--- src/rtl/scan_digit_ctrl_if.sv ---
// Display-word handshake plus multiplexed digit-drive outputs of scan_digit_ctrl.
// master = word source / display hardware side, slave = the scan controller.
interface scan_digit_ctrl_if;
  logic        i_run;
  logic        i_valid;
  logic [31:0] i_data;
  logic        o_ready;
  logic [2:0]  o_sel;
  logic        o_en;
  logic [3:0]  o_nibble;
  logic        o_frame;

  modport master (
    output i_run, i_valid, i_data,
    input  o_ready, o_sel, o_en, o_nibble, o_frame
  );

  modport slave (
    input  i_run, i_valid, i_data,
    output o_ready, o_sel, o_en, o_nibble, o_frame
  );
endinterface

--- src/rtl/scan_digit_ctrl.sv ---
// Eight-digit multiplexed display scanner with a shadow/active word pair; optional LEADING_ZERO_BLANK_EN.
// Latency: o_sel/o_en/o_frame registered, o_nibble combinational from registered sel/active.
// Backpressure: o_ready low while the shadow holds a word; it empties at the next frame wrap (or at once in IDLE).
module scan_digit_ctrl #(
  parameter int unsigned PRESCALE = 1000,
  parameter int unsigned GUARD    = 2
) (
  input  logic             clk,
  input  logic             rst,
  scan_digit_ctrl_if.slave bus
);

  localparam int unsigned CW = (PRESCALE > 1) ? $clog2(PRESCALE) : 1;
  localparam logic [CW-1:0] LAST  = CW'(PRESCALE - 1);
  localparam logic [CW-1:0] GUARD_C = CW'(GUARD);

  typedef enum logic {IDLE, SCAN} state_t;

  state_t        state_q, state_d;
  logic [CW-1:0] cnt_q, cnt_d;
  logic [2:0]    sel_q, sel_d;
  logic          en_q, en_d;
  logic          frame_q, frame_d;
  logic [31:0]   shadow_q, shadow_d;
  logic          full_q, full_d;
  logic [31:0]   active_q, active_d;
  logic          tick;
  logic          accept;

  assign tick   = (state_q == SCAN) && (cnt_q == LAST);
  assign accept = bus.i_valid && !full_q;

  always_comb begin
    state_d  = state_q;
    cnt_d    = cnt_q;
    sel_d    = sel_q;
    frame_d  = 1'b0;
    shadow_d = shadow_q;
    full_d   = full_q;
    active_d = active_q;
    en_d     = 1'b0;

    case (state_q)
      IDLE: begin
        cnt_d = '0;
        sel_d = 3'd0;
        if (full_q) begin
          active_d = shadow_q;
          full_d   = 1'b0;
        end
        if (bus.i_run) state_d = SCAN;
      end
      SCAN: begin
        // Dropping run aborts the slot outright: no frame pulse, no transfer.
        if (!bus.i_run) begin
          state_d = IDLE;
          cnt_d   = '0;
          sel_d   = 3'd0;
        end else if (tick) begin
          cnt_d = '0;
          sel_d = sel_q + 3'd1;
          if (sel_q == 3'd7) begin
            frame_d = 1'b1;
            if (full_q) begin
              active_d = shadow_q;
              full_d   = 1'b0;
            end
          end
        end else begin
          cnt_d = cnt_q + 1'b1;
        end
      end
      default: state_d = IDLE;
    endcase

    // Only an empty shadow accepts, so this never collides with a transfer.
    if (accept) begin
      shadow_d = bus.i_data;
      full_d   = 1'b1;
    end

    en_d = (state_d == SCAN) && (cnt_d >= GUARD_C);
`ifdef LEADING_ZERO_BLANK_EN
    if ((sel_d != 3'd0) && ((active_d >> {sel_d, 2'b00}) == 32'd0)) en_d = 1'b0;
`endif
  end

  always_ff @(posedge clk) begin
    if (rst) begin
      state_q  <= IDLE;
      cnt_q    <= '0;
      sel_q    <= 3'd0;
      en_q     <= 1'b0;
      frame_q  <= 1'b0;
      shadow_q <= 32'd0;
      full_q   <= 1'b0;
      active_q <= 32'd0;
    end else begin
      state_q  <= state_d;
      cnt_q    <= cnt_d;
      sel_q    <= sel_d;
      en_q     <= en_d;
      frame_q  <= frame_d;
      shadow_q <= shadow_d;
      full_q   <= full_d;
      active_q <= active_d;
    end
  end

  assign bus.o_ready  = !full_q;
  assign bus.o_sel    = sel_q;
  assign bus.o_en     = en_q;
  assign bus.o_frame  = frame_q;
  assign bus.o_nibble = active_q[{sel_q, 2'b00} +: 4];

endmodule

--- src/flat_wrapper.sv ---
// flat-port wrapper written by rule: the top's interface ports become plain ports
module scan_digit_ctrl_flat 
#(
  parameter int unsigned PRESCALE = 1000,
  parameter int unsigned GUARD    = 2
)
  (clk, rst, bus_i_run, bus_i_valid, bus_i_data, bus_o_ready, bus_o_sel, bus_o_en, bus_o_nibble, bus_o_frame);
  scan_digit_ctrl_if bus_i ();
  input  logic clk;
  input  logic rst;
  input wire logic [$bits(bus_i.i_run)-1:0] bus_i_run;
  input wire logic [$bits(bus_i.i_valid)-1:0] bus_i_valid;
  input wire logic [$bits(bus_i.i_data)-1:0] bus_i_data;
  output wire logic [$bits(bus_i.o_ready)-1:0] bus_o_ready;
  output wire logic [$bits(bus_i.o_sel)-1:0] bus_o_sel;
  output wire logic [$bits(bus_i.o_en)-1:0] bus_o_en;
  output wire logic [$bits(bus_i.o_nibble)-1:0] bus_o_nibble;
  output wire logic [$bits(bus_i.o_frame)-1:0] bus_o_frame;
  assign bus_i.i_run = bus_i_run;
  assign bus_i.i_valid = bus_i_valid;
  assign bus_i.i_data = bus_i_data;
  assign bus_o_ready = bus_i.o_ready;
  assign bus_o_sel = bus_i.o_sel;
  assign bus_o_en = bus_i.o_en;
  assign bus_o_nibble = bus_i.o_nibble;
  assign bus_o_frame = bus_i.o_frame;
  scan_digit_ctrl #(.PRESCALE(PRESCALE), .GUARD(GUARD)) u_core (.clk(clk), .rst(rst), .bus(bus_i));
endmodule
--- config.mk ---
export PLATFORM = sky130hd
export DESIGN_NAME = scan_digit_ctrl_flat
export DESIGN_NICKNAME = d
export VERILOG_FILES = /design/src/rtl/scan_digit_ctrl_if.sv /design/src/rtl/scan_digit_ctrl.sv /design/src/flat_wrapper.sv
export SDC_FILE = /design/constraint.sdc
export NUM_CORES = 1
export LEC_CHECK = 0
export ABC_AREA = 1
export CAP_MARGIN = 20
export CORE_ASPECT_RATIO = 1.25
export CORE_UTILIZATION = 45
export CTS_CLUSTER_DIAMETER = 60
export DETAILED_ROUTE_END_ITERATION = 16
export GPL_ROUTABILITY_DRIVEN = 0
export PLACE_DENSITY = 0.68
export SYNTH_ARGS = -nofsm -noshare
export SYNTH_HDL_FRONTEND = slang
export SYNTH_SLANG_ARGS = --single-unit
--- constraint.sdc ---
create_clock -name clk -period 3.55 [get_ports clk]
set_clock_uncertainty 0.2 [all_clocks]
set_input_delay 0.71 -clock clk [delete_from_list [all_inputs] [get_ports clk]]
set_output_delay 0.71 -clock clk [all_outputs]
set_load 0.01 [all_outputs]
Word-level counts from Yosys, hierarchy flattened
Cells that the tools add are included.
- add/subtract/negate cells: 2
- multiply operators: 0
- div/mod/pow operators: 0
- $lt $le $gt $ge: 1
- equality and inequality tests: 9
- shift operators: 1
- mux-type cells: 18
- bitwise operators: 3
- reduce and logical (&&, ||, !) cells: 7
- operators with widths (operator ; number):
    $mux 32 ; 4
    $pmux 32 s2 ; 1
    $shiftx 32x6->4 ; 1
    $mux 10 ; 2
    $pmux 10 s2 ; 1
    $ne 3x3->1 const B ; 4
    $add 10x1->10 const B ; 1
    $eq 10x10->1 const B ; 1
    $ge 10x2->1 const B ; 1
    $mux 1 ; 6
    $mux 3 ; 2
    $ne 2x2->1 const B ; 3
    $pmux 3 s2 ; 1
    $reduce_and 3->1 ; 2
    $reduce_or 4->1 ; 1
    $add 3x1->3 const B ; 1
    $eq 3x3->1 const B ; 1
    $logic_and 1x1->1 ; 3
    $not 1->1 ; 3
    $pmux 1 s2 ; 1
    $logic_not 1->1 ; 1
- bits in registers: 81
- bits in latches: 0
- RAM bits: 0
- memory bits (read-only): 0
- input bits: 36
- output and inout bits: 10
- word-level logic and storage cells: 49
- memories kept: 0

Longest topological paths before layout
- depth in word-level cells: 7
- mapped depth: 11
- gate-level depth less buffers: 10

Worst setup path after synthesis
Ideal clock, no wire load.
- kind: register -> output
- from: reg u_core.sel_q[0], in the netlist u_core.bus.o_sel[0]
- to: out bus_o_nibble[0]
- arrival: 1.378 ns
- data required time: 2.640 ns
- setup slack: 1.262 ns
- stages on the path, launching flop included: 7
- path buffers: 2
- cells stage by stage: dfxtp_1 > clkbuf_1 > clkbuf_1 > nor2_1 > nor2_1 > o21ai_0 > a31oi_1
- longest elaborated chain between the ends: 1
- ends and longest elaborated chain (what ; line ; text):
    start: declaration ; scan_digit_ctrl.sv:21 ; logic [2:0] sel_q, sel_d;
    start signal: assignment ; scan_digit_ctrl.sv:101 ; sel_q <= sel_d;
    $shiftx 32x6->4 ; scan_digit_ctrl.sv:114 ; assign bus.o_nibble = active_q[{sel_q, 2'b00} +: 4];
    end: declaration ; flat_wrapper.sv:17 ; output wire logic [$bits(bus_i.o_nibble)-1:0] bus_o_nibble;
Every way passes these cells.

Worst setup path in the final report
- from: reg u_core.sel_q[0], in the netlist u_core.bus.o_sel[0]
- to: out bus_o_nibble[1]
Same word-level chain as after synthesis.

==> impl_metrics.ini <==
[job]
drv_cap = 0

[power_and_ir_drop]
cellPowerDensity_nw_per_um2 = 465
irDropWorstVdd_mv = 0.226
p_leak_nw = 1.59

[floorplanning]
die_area_sq_um = 7740
core_sq_um = 7060
rows = 34
die_h_um = 98.1
io_pins = 46
start_util = 0.471
die_w_um = 78.9

[critical_path]
r2r_end = u_core.active_q[28]
r2r_cells = 10
critical_path_required_ns = 2.64
crit_arrival_ns = 2.21
path_max_fanout = 19
ff2ff_setup_slack_ns = 1.35
r2r_start = u_core.cnt_q[0]
criticalPathCategory = flop to output port
critPathCaptureType = output port
startpoint_type = flop

[grt]
overflow = 0
grt_antenna_before_repair = 0
grt_max_degree = 66
track_usage = 0.200
grt_pass1_vias = 2615
grt_pass1_wl_um = 12100

[route]
ant_nets = 0
initialDrtViolationCount = 96
firstDrtPassIters = 4
post_drt_wl_per_cell_um = 12.2
vias = 2872
routed_via_density = 4.94
drt_wl_total_um = 7090
drc = 0

[layout]
fill_cells = 731
diodes = 0
final_cells = 581
seq_area_sq_um = 1620
drive_gt1_frac = 0.0611
area_growth_pct = 19.1
multi_input_area_sq_um = 1490
nets = 526

[synthesis]
async_flop_share = 0
synth_top_area_share = 0.488
ys_types = 29
synth.net_count = 491
yosys.area.top_type = dfxtp_1
seq_area_frac_synth = 0.488
synth_seq_cells = 81
yosysWarnings = 0
ys.flop_type = dfxtp_1
synth_area_per_cell_sq_um = 7.35
synth_area_sq_um = 3320
syn_inst = 452
yosysMostFrequentCell = nor2_1
ys_top_cells_by_area = dfxtp_1, nor2_1, o21ai_0
synth_commonest_cells = nor2_1, dfxtp_1, o21ai_0, nand2_1, clkbuf_1
synth_edf_count = 0

[sta]
worstMarginPinSlew_ns = 0.970
slew_headroom = 0.353
rsz0062_at_grt = no
fin_crit_sh = 0.879
hold_slack_ns = 0.283
min_period_ns = 3.12
max_freq_ghz = 0.321
tns_ns = 0
finalHoldViolCount = 0
maxSlewViolCount = 0
finalSetupViolCount = 0

[clock_tree]
insertion_delay_ns = 0.34
clockBufferDepth = 2
clkTransAtPathRegs_ns = 0.07
cts_tree = yes
cts-root-buf = clkbuf_8
htree_num_levels = 3
cts_buffers = 9
cts.sinks = 81
hold_buffers = 0
post-cts-setup-buffer-count = 0

[hold_path]
hp-class = flop to flop
worstHoldPathCells = 2
min_from = u_core.shadow_q[14]
hold_end = u_core.shadow_q[14]

[place]
dp.cells = 566
dp_hpwl_um = 5090
port_buffers = 45

[status]
status = finished clean
==> layout by cell type, fill, tap and decap left out, drive strengths merged, types with 2 or more instances in the layout <==
master and instances:
inv 19, o22ai 4, nand2 30, buf 3
nand3b 2, a31oi 4, clkinv 3, ha 3
nor3 5, a21oi 3, nand3 6, nand4 2
o21ai 87, dfxtp 81, clkbuf 10, clkdlybuf4s50 45
nor2 178, xor2 2
==> flip-flops by register name, summed over array words and instances (netlist names) <==
register,flops
u_core.active_q,32
u_core.shadow_q,32
u_core.cnt_q,10
u_core.bus.o_sel,3
u_core.bus.o_en,1
u_core.bus.o_frame,1
u_core.full_q,1
u_core.state_q,1
==> cell families after synthesis <==
group                      after synthesis  share of synthesized area
AOI/OAI and AO/OA                       99                      0.153
xor gates and xnor gates                 2                    0.00527
adders and majority gates                3                     0.0113
buffers and inverters                   43                     0.0636
DFF                                     81                      0.488
and+or+nand+nor                        224                      0.279
==> worst max-delay path: stages, from the launching register on <==
cell and delay (ns):
dfxtp_2 0.42, inv_1 0.35, nor2_1 0.10, o22ai_1 0.17
nor2_1 0.06, a31oi_1 0.19, clkdlybuf4s50_1 0.58
==> metrics by stage <==
step | utilization | total power (W) | area [sq um] | setup WS (ns)
after floorplan | - | 0.00115 | 3320 | 1.26
after global placement | 0.535 | 0.00123 | 3770 | 0.707
after detailed placement | 0.535 | 0.00123 | 3770 | 0.619
after CTS | 0.561 | 0.00185 | 3960 | 0.242
after global routing | 0.561 | 0.00194 | 3960 | 0.229
final | 0.561 | 0.00184 | 3960 | 0.430
==> routing by layer <==
metal	vias up	wire (um)	track usage
met5	-	0	0
met1	1273	3260	0.241
met2	58	3460	0.344
met3	13	222	0.0346
met4	0	150	0.0881
li1	1528	-	-
==> layout make-up <==
type | count | share of cell area
flip-flops and latches | 81 | 0.410
inverters | 19 | 0.0193
multi-input cells | 328 | 0.377
clock buffers | 10 | 0.0322
well taps | 90 | 0.0284
clock inverters | 5 | 0.0142
repair buffers | 48 | 0.119
==> timing repair <==
action / in CTS / in global routing
endpoints found under the hold margin: 0 / 0
resized for setup: 0 / 1
setup endpoints to repair: 0 / 1
==> where the power goes <==
part	internal (W)	total (W)	switching, W
sequential	0.000970	0.00101	0.0000362
clock	0.000321	0.000632	0.000311
combinational	0.0000946	0.000203	0.000108
==> worst max path at each step <==
| stage | depth (start not counted) | slack, ns | endpoint | startpoint |
|---|---|---|---|---|
| finish | 6 | 0.43 | bus_o_nibble[1] | u_core.bus.o_sel[0] |
| global route | 6 | 0.23 | bus_o_nibble[1] | u_core.bus.o_sel[0] |
| CTS | 6 | 0.24 | bus_o_nibble[3] | u_core.bus.o_sel[0] |
| detailed placement | 6 | 0.62 | bus_o_nibble[1] | u_core.bus.o_sel[0] |
| global placement | 6 | 0.71 | bus_o_nibble[1] | u_core.bus.o_sel[0] |
| floorplan | 6 | 1.26 | bus_o_nibble[0] | u_core.bus.o_sel[0] |
Power figures use the tool's default switching activity.
